===== config.mk =====
export PLATFORM = sky130hd
export DESIGN_NAME = proj_extender_stream_flat
export DESIGN_NICKNAME = d
export VERILOG_FILES = /design/src/rtl/proj_extender_stream_if.sv /design/src/rtl/proj_extender_stream.sv /design/src/flat_wrapper.sv
export SDC_FILE = /design/constraint.sdc
export NUM_CORES = 1
export LEC_CHECK = 0
export ABC_AREA = 1
export BUFFER_PORTS_ARGS = -buffer_cell sky130_fd_sc_hd__buf_2
export CORE_UTILIZATION = 59
export DETAILED_ROUTE_END_ITERATION = 8
export GPL_ROUTABILITY_DRIVEN = 0
export GPL_TIMING_DRIVEN = 1
export PLACE_DENSITY = 0.93
export SLEW_MARGIN = 20
export SYNTH_ARGS = -nofsm -noshare
export SYNTH_HDL_FRONTEND = slang
export SYNTH_SLANG_ARGS = --single-unit

===== constraint.sdc =====
create_clock -name clk -period 3.82 [get_ports clk]
set_clock_uncertainty 0.2 [all_clocks]
set_input_delay 0.764 -clock clk [delete_from_list [all_inputs] [get_ports clk]]
set_output_delay 0.764 -clock clk [all_outputs]
set_load 0.02 [all_outputs]

===== src/rtl/proj_extender_stream_if.sv =====
// Bundles the job, fetch, fragment and output-beat handshakes of proj_extender_stream.
// Latency: none, wires only.
// Backpressure: carries in_ready, fetch_ready and out_ready between the block and its neighbours.
interface proj_extender_stream_if #(
    parameter int INDICES_COUNT = 4,
    parameter int INDICE_LEN    = 5,
    parameter int FRAG_LEN      = 16,
    parameter int FRAG_PART     = 4
);
    localparam int PARTS = FRAG_LEN / FRAG_PART;
    localparam int SIDX  = INDICE_LEN + 1;
    localparam int KW    = (INDICES_COUNT > 1) ? $clog2(INDICES_COUNT) : 1;
    localparam int PW    = (PARTS > 1) ? $clog2(PARTS) : 1;

    // job input
    logic                                in_valid;
    logic                                in_ready;
    logic [INDICES_COUNT*INDICE_LEN-1:0] in_kmer_indices;
    logic                                in_reverse;

    // fragment request to sequence memory
    logic                                fetch_valid;
    logic                                fetch_ready;
    logic signed [SIDX-1:0]              fetch_index;

    // fragment returned by sequence memory
    logic                                frag_valid;
    logic [FRAG_LEN-1:0]                 in_fragment;

    // output beats
    logic                                out_valid;
    logic                                out_ready;
    logic [FRAG_PART-1:0]                out_gfm;
    logic [KW-1:0]                       out_kmer_id;
    logic [PW-1:0]                       out_part_id;
    logic                                out_last;
    logic                                busy;

    // block side
    modport master (
        input  in_valid, in_kmer_indices, in_reverse,
        input  fetch_ready, frag_valid, in_fragment, out_ready,
        output in_ready, fetch_valid, fetch_index,
        output out_valid, out_gfm, out_kmer_id, out_part_id, out_last, busy
    );

    // environment side
    modport slave (
        output in_valid, in_kmer_indices, in_reverse,
        output fetch_ready, frag_valid, in_fragment, out_ready,
        input  in_ready, fetch_valid, fetch_index,
        input  out_valid, out_gfm, out_kmer_id, out_part_id, out_last, busy
    );
endinterface


===== src/rtl/proj_extender_stream.sv =====
// Expands each k-mer index of a job into a masked FRAG_LEN-bit window from sequence memory, streamed as FRAG_PART-bit beats.
// Latency: fetch request 1 cycle after job accept; first beat 1 cycle after fragment capture; back-to-back beats when unstalled.
// Backpressure: no new job while busy; fetch request and output beat hold stable until fetch_ready / out_ready.
module proj_extender_stream #(
    parameter int KMER_LEN      = 4,
    parameter int BASE_LEN      = 2,
    parameter int FRAG_LEN      = 16,
    parameter int FRAG_PART     = 4,
    parameter int INDICES_COUNT = 4,
    parameter int INDICE_LEN    = 5,
    parameter int SEQ_LEN       = 32
) (
    input  logic                    clk,
    input  logic                    rst,
    proj_extender_stream_if.master  bus
);
    localparam int EXT   = (FRAG_LEN - KMER_LEN * BASE_LEN) / 2;
    localparam int PARTS = FRAG_LEN / FRAG_PART;
    localparam int SIDX  = INDICE_LEN + 1;
    localparam int KW    = (INDICES_COUNT > 1) ? $clog2(INDICES_COUNT) : 1;
    localparam int PW    = (PARTS > 1) ? $clog2(PARTS) : 1;

    typedef enum logic [1:0] {
        S_IDLE,
        S_FETCH,
        S_WAIT,
        S_EMIT
    } state_t;

    state_t                              state_q;
    state_t                              state_d;

    logic [INDICES_COUNT*INDICE_LEN-1:0] idx_q;
    logic                                rev_q;
    logic [KW-1:0]                       k_q;
    logic [PW-1:0]                       p_q;
    logic [FRAG_LEN-1:0]                 frag_q;

    logic [INDICE_LEN-1:0]               cur_idx;
    logic signed [SIDX-1:0]              win_start;
    logic [FRAG_LEN-1:0]                 frag_masked;
    logic [PW-1:0]                       part_sel;
    logic                                last_part;
    logic                                last_k;
    logic                                job_acc;

    logic                                in_ready_c;
    logic                                fetch_valid_c;
    logic signed [SIDX-1:0]              fetch_index_c;
    logic                                out_valid_c;
    logic [FRAG_PART-1:0]                out_gfm_c;
    logic [KW-1:0]                       out_kmer_id_c;
    logic [PW-1:0]                       out_part_id_c;
    logic                                out_last_c;
    logic                                busy_c;

    // Window start is signed because indices near the sequence head push it below zero.
    assign cur_idx   = idx_q[k_q*INDICE_LEN +: INDICE_LEN];
    assign win_start = $signed({1'b0, cur_idx}) - $signed(SIDX'(EXT));

    // Reverse mode walks the parts from the top; part_id always names the natural part.
    assign part_sel  = rev_q ? (PW'(PARTS - 1) - p_q) : p_q;
    assign last_part = (p_q == PW'(PARTS - 1));
    assign last_k    = (k_q == KW'(INDICES_COUNT - 1));
    assign job_acc   = bus.in_valid && in_ready_c;

    // Clear fragment bits whose sequence position lies before 0 or at/after SEQ_LEN.
    always_comb begin
        int pos;
        pos         = 0;
        frag_masked = bus.in_fragment;
        for (int i = 0; i < FRAG_LEN; i++) begin
            pos = int'(win_start) + i;
            if (pos < 0 || pos >= SEQ_LEN) begin
                frag_masked[i] = 1'b0;
            end
        end
    end

    // State register; reset aborts any job in flight.
    always_ff @(posedge clk or posedge rst) begin
        if (rst) begin
            state_q <= S_IDLE;
        end else begin
            state_q <= state_d;
        end
    end

    // Next state and handshake outputs; every output is zero outside the state that owns it.
    always_comb begin
        state_d       = state_q;
        in_ready_c    = 1'b0;
        fetch_valid_c = 1'b0;
        fetch_index_c = '0;
        out_valid_c   = 1'b0;
        out_gfm_c     = '0;
        out_kmer_id_c = '0;
        out_part_id_c = '0;
        out_last_c    = 1'b0;
        busy_c        = (state_q != S_IDLE);
        unique case (state_q)
            S_IDLE: begin
                in_ready_c = !rst;
                if (bus.in_valid && !rst) begin
                    state_d = S_FETCH;
                end
            end
            S_FETCH: begin
                fetch_valid_c = 1'b1;
                fetch_index_c = win_start;
                if (bus.fetch_ready) begin
                    state_d = S_WAIT;
                end
            end
            S_WAIT: begin
                if (bus.frag_valid) begin
                    state_d = S_EMIT;
                end
            end
            S_EMIT: begin
                out_valid_c   = 1'b1;
                out_gfm_c     = frag_q[part_sel*FRAG_PART +: FRAG_PART];
                out_kmer_id_c = k_q;
                out_part_id_c = part_sel;
                out_last_c    = last_part && last_k;
                if (bus.out_ready && last_part) begin
                    state_d = last_k ? S_IDLE : S_FETCH;
                end
            end
            default: begin
                state_d = S_IDLE;
            end
        endcase
    end

    // Job registers: indices and order latched at accept, fragment at capture, counters on beats.
    always_ff @(posedge clk or posedge rst) begin
        if (rst) begin
            idx_q  <= '0;
            rev_q  <= 1'b0;
            k_q    <= '0;
            p_q    <= '0;
            frag_q <= '0;
        end else begin
            unique case (state_q)
                S_IDLE: begin
                    if (job_acc) begin
                        idx_q <= bus.in_kmer_indices;
                        rev_q <= bus.in_reverse;
                        k_q   <= '0;
                    end
                end
                S_WAIT: begin
                    if (bus.frag_valid) begin
                        frag_q <= frag_masked;
                        p_q    <= '0;
                    end
                end
                S_EMIT: begin
                    if (bus.out_ready) begin
                        if (!last_part) begin
                            p_q <= p_q + 1'b1;
                        end else if (!last_k) begin
                            k_q <= k_q + 1'b1;
                        end
                    end
                end
                default: begin
                end
            endcase
        end
    end

    assign bus.in_ready    = in_ready_c;
    assign bus.fetch_valid = fetch_valid_c;
    assign bus.fetch_index = fetch_index_c;
    assign bus.out_valid   = out_valid_c;
    assign bus.out_gfm     = out_gfm_c;
    assign bus.out_kmer_id = out_kmer_id_c;
    assign bus.out_part_id = out_part_id_c;
    assign bus.out_last    = out_last_c;
    assign bus.busy        = busy_c;

endmodule


===== src/flat_wrapper.sv =====
// flat-port wrapper written by rule: the top's interface ports become plain ports
module proj_extender_stream_flat 
#(
    parameter int KMER_LEN      = 4,
    parameter int BASE_LEN      = 2,
    parameter int FRAG_LEN      = 16,
    parameter int FRAG_PART     = 4,
    parameter int INDICES_COUNT = 4,
    parameter int INDICE_LEN    = 5,
    parameter int SEQ_LEN       = 32
)
  (clk, rst, bus_in_valid, bus_in_kmer_indices, bus_in_reverse, bus_fetch_ready, bus_frag_valid, bus_in_fragment, bus_out_ready, bus_in_ready, bus_fetch_valid, bus_fetch_index, bus_out_valid, bus_out_gfm, bus_out_kmer_id, bus_out_part_id, bus_out_last, bus_busy);
  proj_extender_stream_if #(.INDICES_COUNT(INDICES_COUNT), .INDICE_LEN(INDICE_LEN), .FRAG_LEN(FRAG_LEN), .FRAG_PART(FRAG_PART)) bus_i ();
  input  logic clk;
  input  logic rst;
  input wire logic [$bits(bus_i.in_valid)-1:0] bus_in_valid;
  input wire logic [$bits(bus_i.in_kmer_indices)-1:0] bus_in_kmer_indices;
  input wire logic [$bits(bus_i.in_reverse)-1:0] bus_in_reverse;
  input wire logic [$bits(bus_i.fetch_ready)-1:0] bus_fetch_ready;
  input wire logic [$bits(bus_i.frag_valid)-1:0] bus_frag_valid;
  input wire logic [$bits(bus_i.in_fragment)-1:0] bus_in_fragment;
  input wire logic [$bits(bus_i.out_ready)-1:0] bus_out_ready;
  output wire logic [$bits(bus_i.in_ready)-1:0] bus_in_ready;
  output wire logic [$bits(bus_i.fetch_valid)-1:0] bus_fetch_valid;
  output wire logic [$bits(bus_i.fetch_index)-1:0] bus_fetch_index;
  output wire logic [$bits(bus_i.out_valid)-1:0] bus_out_valid;
  output wire logic [$bits(bus_i.out_gfm)-1:0] bus_out_gfm;
  output wire logic [$bits(bus_i.out_kmer_id)-1:0] bus_out_kmer_id;
  output wire logic [$bits(bus_i.out_part_id)-1:0] bus_out_part_id;
  output wire logic [$bits(bus_i.out_last)-1:0] bus_out_last;
  output wire logic [$bits(bus_i.busy)-1:0] bus_busy;
  assign bus_i.in_valid = bus_in_valid;
  assign bus_i.in_kmer_indices = bus_in_kmer_indices;
  assign bus_i.in_reverse = bus_in_reverse;
  assign bus_i.fetch_ready = bus_fetch_ready;
  assign bus_i.frag_valid = bus_frag_valid;
  assign bus_i.in_fragment = bus_in_fragment;
  assign bus_i.out_ready = bus_out_ready;
  assign bus_in_ready = bus_i.in_ready;
  assign bus_fetch_valid = bus_i.fetch_valid;
  assign bus_fetch_index = bus_i.fetch_index;
  assign bus_out_valid = bus_i.out_valid;
  assign bus_out_gfm = bus_i.out_gfm;
  assign bus_out_kmer_id = bus_i.out_kmer_id;
  assign bus_out_part_id = bus_i.out_part_id;
  assign bus_out_last = bus_i.out_last;
  assign bus_busy = bus_i.busy;
  proj_extender_stream #(.KMER_LEN(KMER_LEN), .BASE_LEN(BASE_LEN), .FRAG_LEN(FRAG_LEN), .FRAG_PART(FRAG_PART), .INDICES_COUNT(INDICES_COUNT), .INDICE_LEN(INDICE_LEN), .SEQ_LEN(SEQ_LEN)) u_core (.clk(clk), .rst(rst), .bus(bus_i));
endmodule

After elaboration in Yosys (flattened, before gate mapping)
Index checks and enable logic that the tools add are counted.

word-level totals
  output and inout port bits = 19
  input port bits = 43
  logic and storage cells = 144
  register bits after elaboration = 43

operators by class
  $mul = 1
  reduce and logical (&&, ||, !) cells = 30
  eq/ne operators = 14
  $lt $le $gt $ge = 32
  muxes and demuxes = 40
  shift-type cells = 2
  add/sub/neg operators = 19

operator list
  cell                                                                                   number
  32-bit by 7-bit greater-or-equal comparator with 1-bit output (second input constant)  15
  32-bit by 1-bit less-than comparator with 1-bit output (second input constant)         15
  6-bit by 5-bit adder with 7-bit output (second input constant)                         8
  6-bit by 4-bit adder with 7-bit output (second input constant)                         4
  2-bit two-way mux                                                                      14
  1-bit two-way mux                                                                      21
  20-bit by 6-bit variable part select with 5-bit output                                 1
  1-bit logical OR                                                                       16
  16-bit by 5-bit variable part select with 4-bit output                                 1
  6-bit by 3-bit adder with 7-bit output (second input constant)                         2
  2-bit != test (second input constant)                                                  5
  2-bit == test (second input constant)                                                  4
  2-bit by 1-bit != test with 1-bit output (second input constant)                       4
  2-bit one-hot mux with 2 select lines                                                  2
  2-bit one-hot mux with 4 select lines                                                  1
  4-bit AND reduction                                                                    2
  6-bit by 2-bit adder with 7-bit output (second input constant)                         1
  6-bit by 7-bit greater-or-equal comparator with 1-bit output (second input constant)   1
  6-bit by 1-bit less-than comparator with 1-bit output (second input constant)          1
  6-bit two-way mux                                                                      1
  2-bit nonzero test                                                                     3
  5-bit by 3-bit subtractor with 6-bit output (second input constant)                    1
  2-bit by 3-bit multiplier with 5-bit output (second input constant)                    1
  5-bit AND reduction                                                                    1
  8 further kinds                                                                        13

Logic depth before layout (Yosys ltp)
  word-level depth = 7
  gate-level depth with buffers = 18
  mapped depth without buffers = 17

Least setup slack after synthesis
OpenSTA, ideal clock, no wires.

  path type = register to output
  from = register u_core.state_q[1]
  to = output bus_out_gfm[1]
  arrival = 1.825 ns
  data required time = 2.856 ns
  cell stages (with the launch flop) = 7
  setup slack = 1.031 ns
  cell sequence = dfrtp_1 > ha_1 > buf_2 > inv_1 > nor2_1 > o21ai_0 > o32ai_1

on the way
  cells in the longest elaborated chain, start to end = 2

ends and longest elaborated chain
  element                 line                         text
  from (decl)             proj_extender_stream.sv:30   state_t state_q;
  from (signal assigned)  proj_extender_stream.sv:85   state_q <= state_d;
  2-bit == test           proj_extender_stream.sv:101  unique case (state_q)
  4-bit two-way mux       proj_extender_stream.sv:101
  to (decl)               flat_wrapper.sv:27           output wire logic [$bits(bus_i.out_gfm)-1:0] bus_out_gfm;

No other way between the ends.

Final worst setup path
  from = register u_core.k_q[0]
  to = output bus_fetch_index[4]

on the way
  cells in the longest elaborated chain, start to end = 4

ends and longest elaborated chain
  element                                                 line                         text
  from (decl)                                             proj_extender_stream.sv:35   logic [KW-1:0] k_q;
  from (signal assigned)                                  proj_extender_stream.sv:164  k_q <= k_q + 1'b1;
  2-bit by 3-bit multiplier with 5-bit output             proj_extender_stream.sv:58   assign cur_idx = idx_q[k_q*INDICE_LEN +: INDICE_LEN];
  20-bit by 6-bit variable part select with 5-bit output  proj_extender_stream.sv:58
  5-bit by 3-bit subtractor with 6-bit output             proj_extender_stream.sv:59   assign win_start = $signed({1'b0, cur_idx}) - $signed(SIDX'(EXT));
  6-bit two-way mux                                       proj_extender_stream.sv:101
  to (decl)                                               flat_wrapper.sv:25           output wire logic [$bits(bus_i.fetch_index)-1:0] bus_fetch_index;

No other way between the ends.

==> reports/qor.yml <==
logic_synthesis:
  ys_async_sr_fraction: 1.00
  synth-edff-count: 0
  ys_ff_latch: 43
  synth.most_common_cell: "nand2_1"
  synth_top_cell_area_share: 0.374
  synth.area.top_cells: "dfrtp_1 37%, nand2_1 15%, mux2_2 7.0%"
  ys.flop_type: "dfrtp_1"
  synth_common_cells: "113 x nand2_1, 43 x dfrtp_1, 33 x nand3_1"
  synth_top_area_cell: "dfrtp_1"
  syn_area_um2: 2880
  synth_seq_area_share: 0.374
  synth_fp_nets: 430
  ys_warn_count: 0
  avgSynthCellArea_um2: 7.71
  netlist_instances: 373
  yosysUniqueCellTypes: 35
sta:
  tns_ns: 0
  fin_crit_ns: 3.25
  worst_slew_pin_slew_ns: 0.781
  finalMaxSlewViolations: 0
  timing.hold.ws_ns: 0.291
  setup_violations: 0
  fmax_mhz: 308
  rsz0062_at_grt: "false"
  period_share: 0.851
  finalHoldViolations: 0
  relSlewSlack: 0.479
finish:
  fin_util: 0.703
  syn_to_final_growth_pct: 14.7
  layout.nets: 489
  seq_area_um2: 1080
  multi_input_area_um2: 1600
  insertedDiodeCount: 0
  fillCellCount: 387
  fin_area_um2: 3300
  drive_above_1_share: 0.266
clock_network:
  numCtsBuffers: 5
  cts_hold_buf: 0
  cts_resized: 0
  postCtsSetupBuffers: 0
  cts.sinks: 43
  insertion_delay_ns: 0.31
  cts_tree: "built"
  htreeDepth: 2
  clk_path_buf_depth: 2
  clk_pin_slew_ns: 0.07
  cts-root-buf: "clkbuf_8"
job:
  maxCapViolCount: 0
power:
  intPower_w: 0.00164
  power_switching_share: 0.533
  power.share.clock: 0.101
  ir_drop_v: 0.000537
  leakagePower_nw: 1.77
  comb_power_share: 0.667
  power.density_nw_per_um2: 1060
  p_sw_w: 0.00187
  seqPwrFrac: 0.233
grt:
  antenna_found_initial: 0
  grt-ovfl-total: 0
  grt_max_degree: 26
  grt_usage: 0.294
  grt_pass1_wl_um: 11800
  grt_pass1_vias: 2639
critical_path:
  critPathArrivalTime_ns: 2.29
  critPathCaptureType: "output pin"
  crit_type: "reg -> out"
  cp-start-kind: "flip-flop"
  crit_path_max_fanout: 14
  required_ns: 2.86
detailed_routing:
  vias: 2743
  drc: 0
  drt_iter0_drc: 180
  drt-vias-per-instance: 5.64
  dr.pass1.iters: 5
  routed_wl_um: 7000
  antenna_left: 0
  wl_per_cell_um: 14.4
floorplan:
  core_area_um2: 4690
  placementRows: 25
  die_h_um: 71.8
  design.die.area_um2: 5160
  io_pins: 62
  initial_core_util: 0.613
  fp.dieW_um: 71.8
run_status:
  outcome: "complete, no violations"
placed_design:
  dpl.hpwl_um: 5410
  port_buffers: 61
  place_area_um2: 3190
min_path:
  worstHoldPathType: "reg -> reg"
## sequential cells by signal, summed over array words and instances, names as in the netlist
name and count:
u_core.state_q 2, u_core.rev_q 1, u_core.frag_q 16, u_core.k_q 2, u_core.p_q 2, u_core.idx_q 20
## per-stage QoR
stage / total power [W] / setup WS, ns / cells
6_report: 0.00351 / 0.569 / 486
5_1_grt: 0.00383 / 0.385 / 486
4_1_cts: 0.00347 / 0.602 / 486
3_5_place_dp: 0.00311 / 0.788 / 479
3_3_place_gp: 0.00302 / 0.975 / 479
2_1_floorplan: 0.00263 / 1.03 / 373
## power groups by stage
stage               combinational (W)  clock [W]  sequential, W
floorplan                     0.00188          0       0.000752
global placement              0.00221          0       0.000811
detailed placement            0.00229          0       0.000823
CTS                           0.00231   0.000353       0.000814
global route                  0.00262   0.000370       0.000841
finish                        0.00234   0.000353       0.000817
## cell families after synthesis
group / synth area share
adders and majority gates: 0.0609
muxes: 0.0705
buffers and inverters: 0.0705
and+or+nand+nor: 0.327
xor gates and xnor gates: 0.00305
DFF: 0.374
AOI/OAI and AO/OA: 0.0940
## routing by layer
metal	global-route usage	wire, um	share of wire	vias up
met1	0.365	2870	0.41	1282
met3	0.0563	426	0.061	20
li1	-	-	-	1329
met4	0.122	202	0.029	0
met5	0	0	0	-
met2	0.505	3500	0.50	112
## cell usage in the layout (no fill, tap or decap), types with 2 or more instances in the layout
cell and n:
nor2_1 29, o211ai_1 2, nand2_2 8, nand3b_1 3
buf_4 2, nand4_1 4, dfrtp_1 43, inv_2 3
o21ai_0 14, nand3_2 4, a21oi_1 17, mux2_2 18
nand2_1 113, o21ai_1 5, clkbuf_8 5, buf_2 61
o21bai_1 4, nand3_1 33, inv_1 31, nand2_4 2
nor2_2 4, ha_1 14
## cell type report
type	count	area share
clock inverter	2	0.0114
sequential	43	0.326
clock buffer	5	0.0209
inverter	35	0.0398
multi-input combinational	284	0.484
timing repair buffer	63	0.0971
tap	54	0.0205
## worst max-delay path, cell delays in order (launching register included)
cell and delay [ns]:
dfrtp_1 0.55, inv_2 0.28, nand2_1 0.08, nand3_1 0.09
nand2_2 0.15, ha_1 0.31, inv_1 0.10, nand3_1 0.10
a21oi_1 0.14, buf_2 0.18
## worst paths after layout
kind / end / cells after the start / from / slack, ns
min in group asynchronous: u_core.idx_q[10] / 2 / rst / 0.40
min: u_core.frag_q[6] / 2 / u_core.frag_q[6] / 0.29
max reg2reg: u_core.frag_q[1] / 15 / u_core.k_q[0] / 0.72
max: bus_fetch_index[4] / 9 / u_core.k_q[0] / 0.57
max in group asynchronous: u_core.state_q[1] / 3 / rst / 2.24
min reg2reg: u_core.frag_q[6] / 2 / u_core.frag_q[6] / 0.29
(Power assumes the default switching activity.)
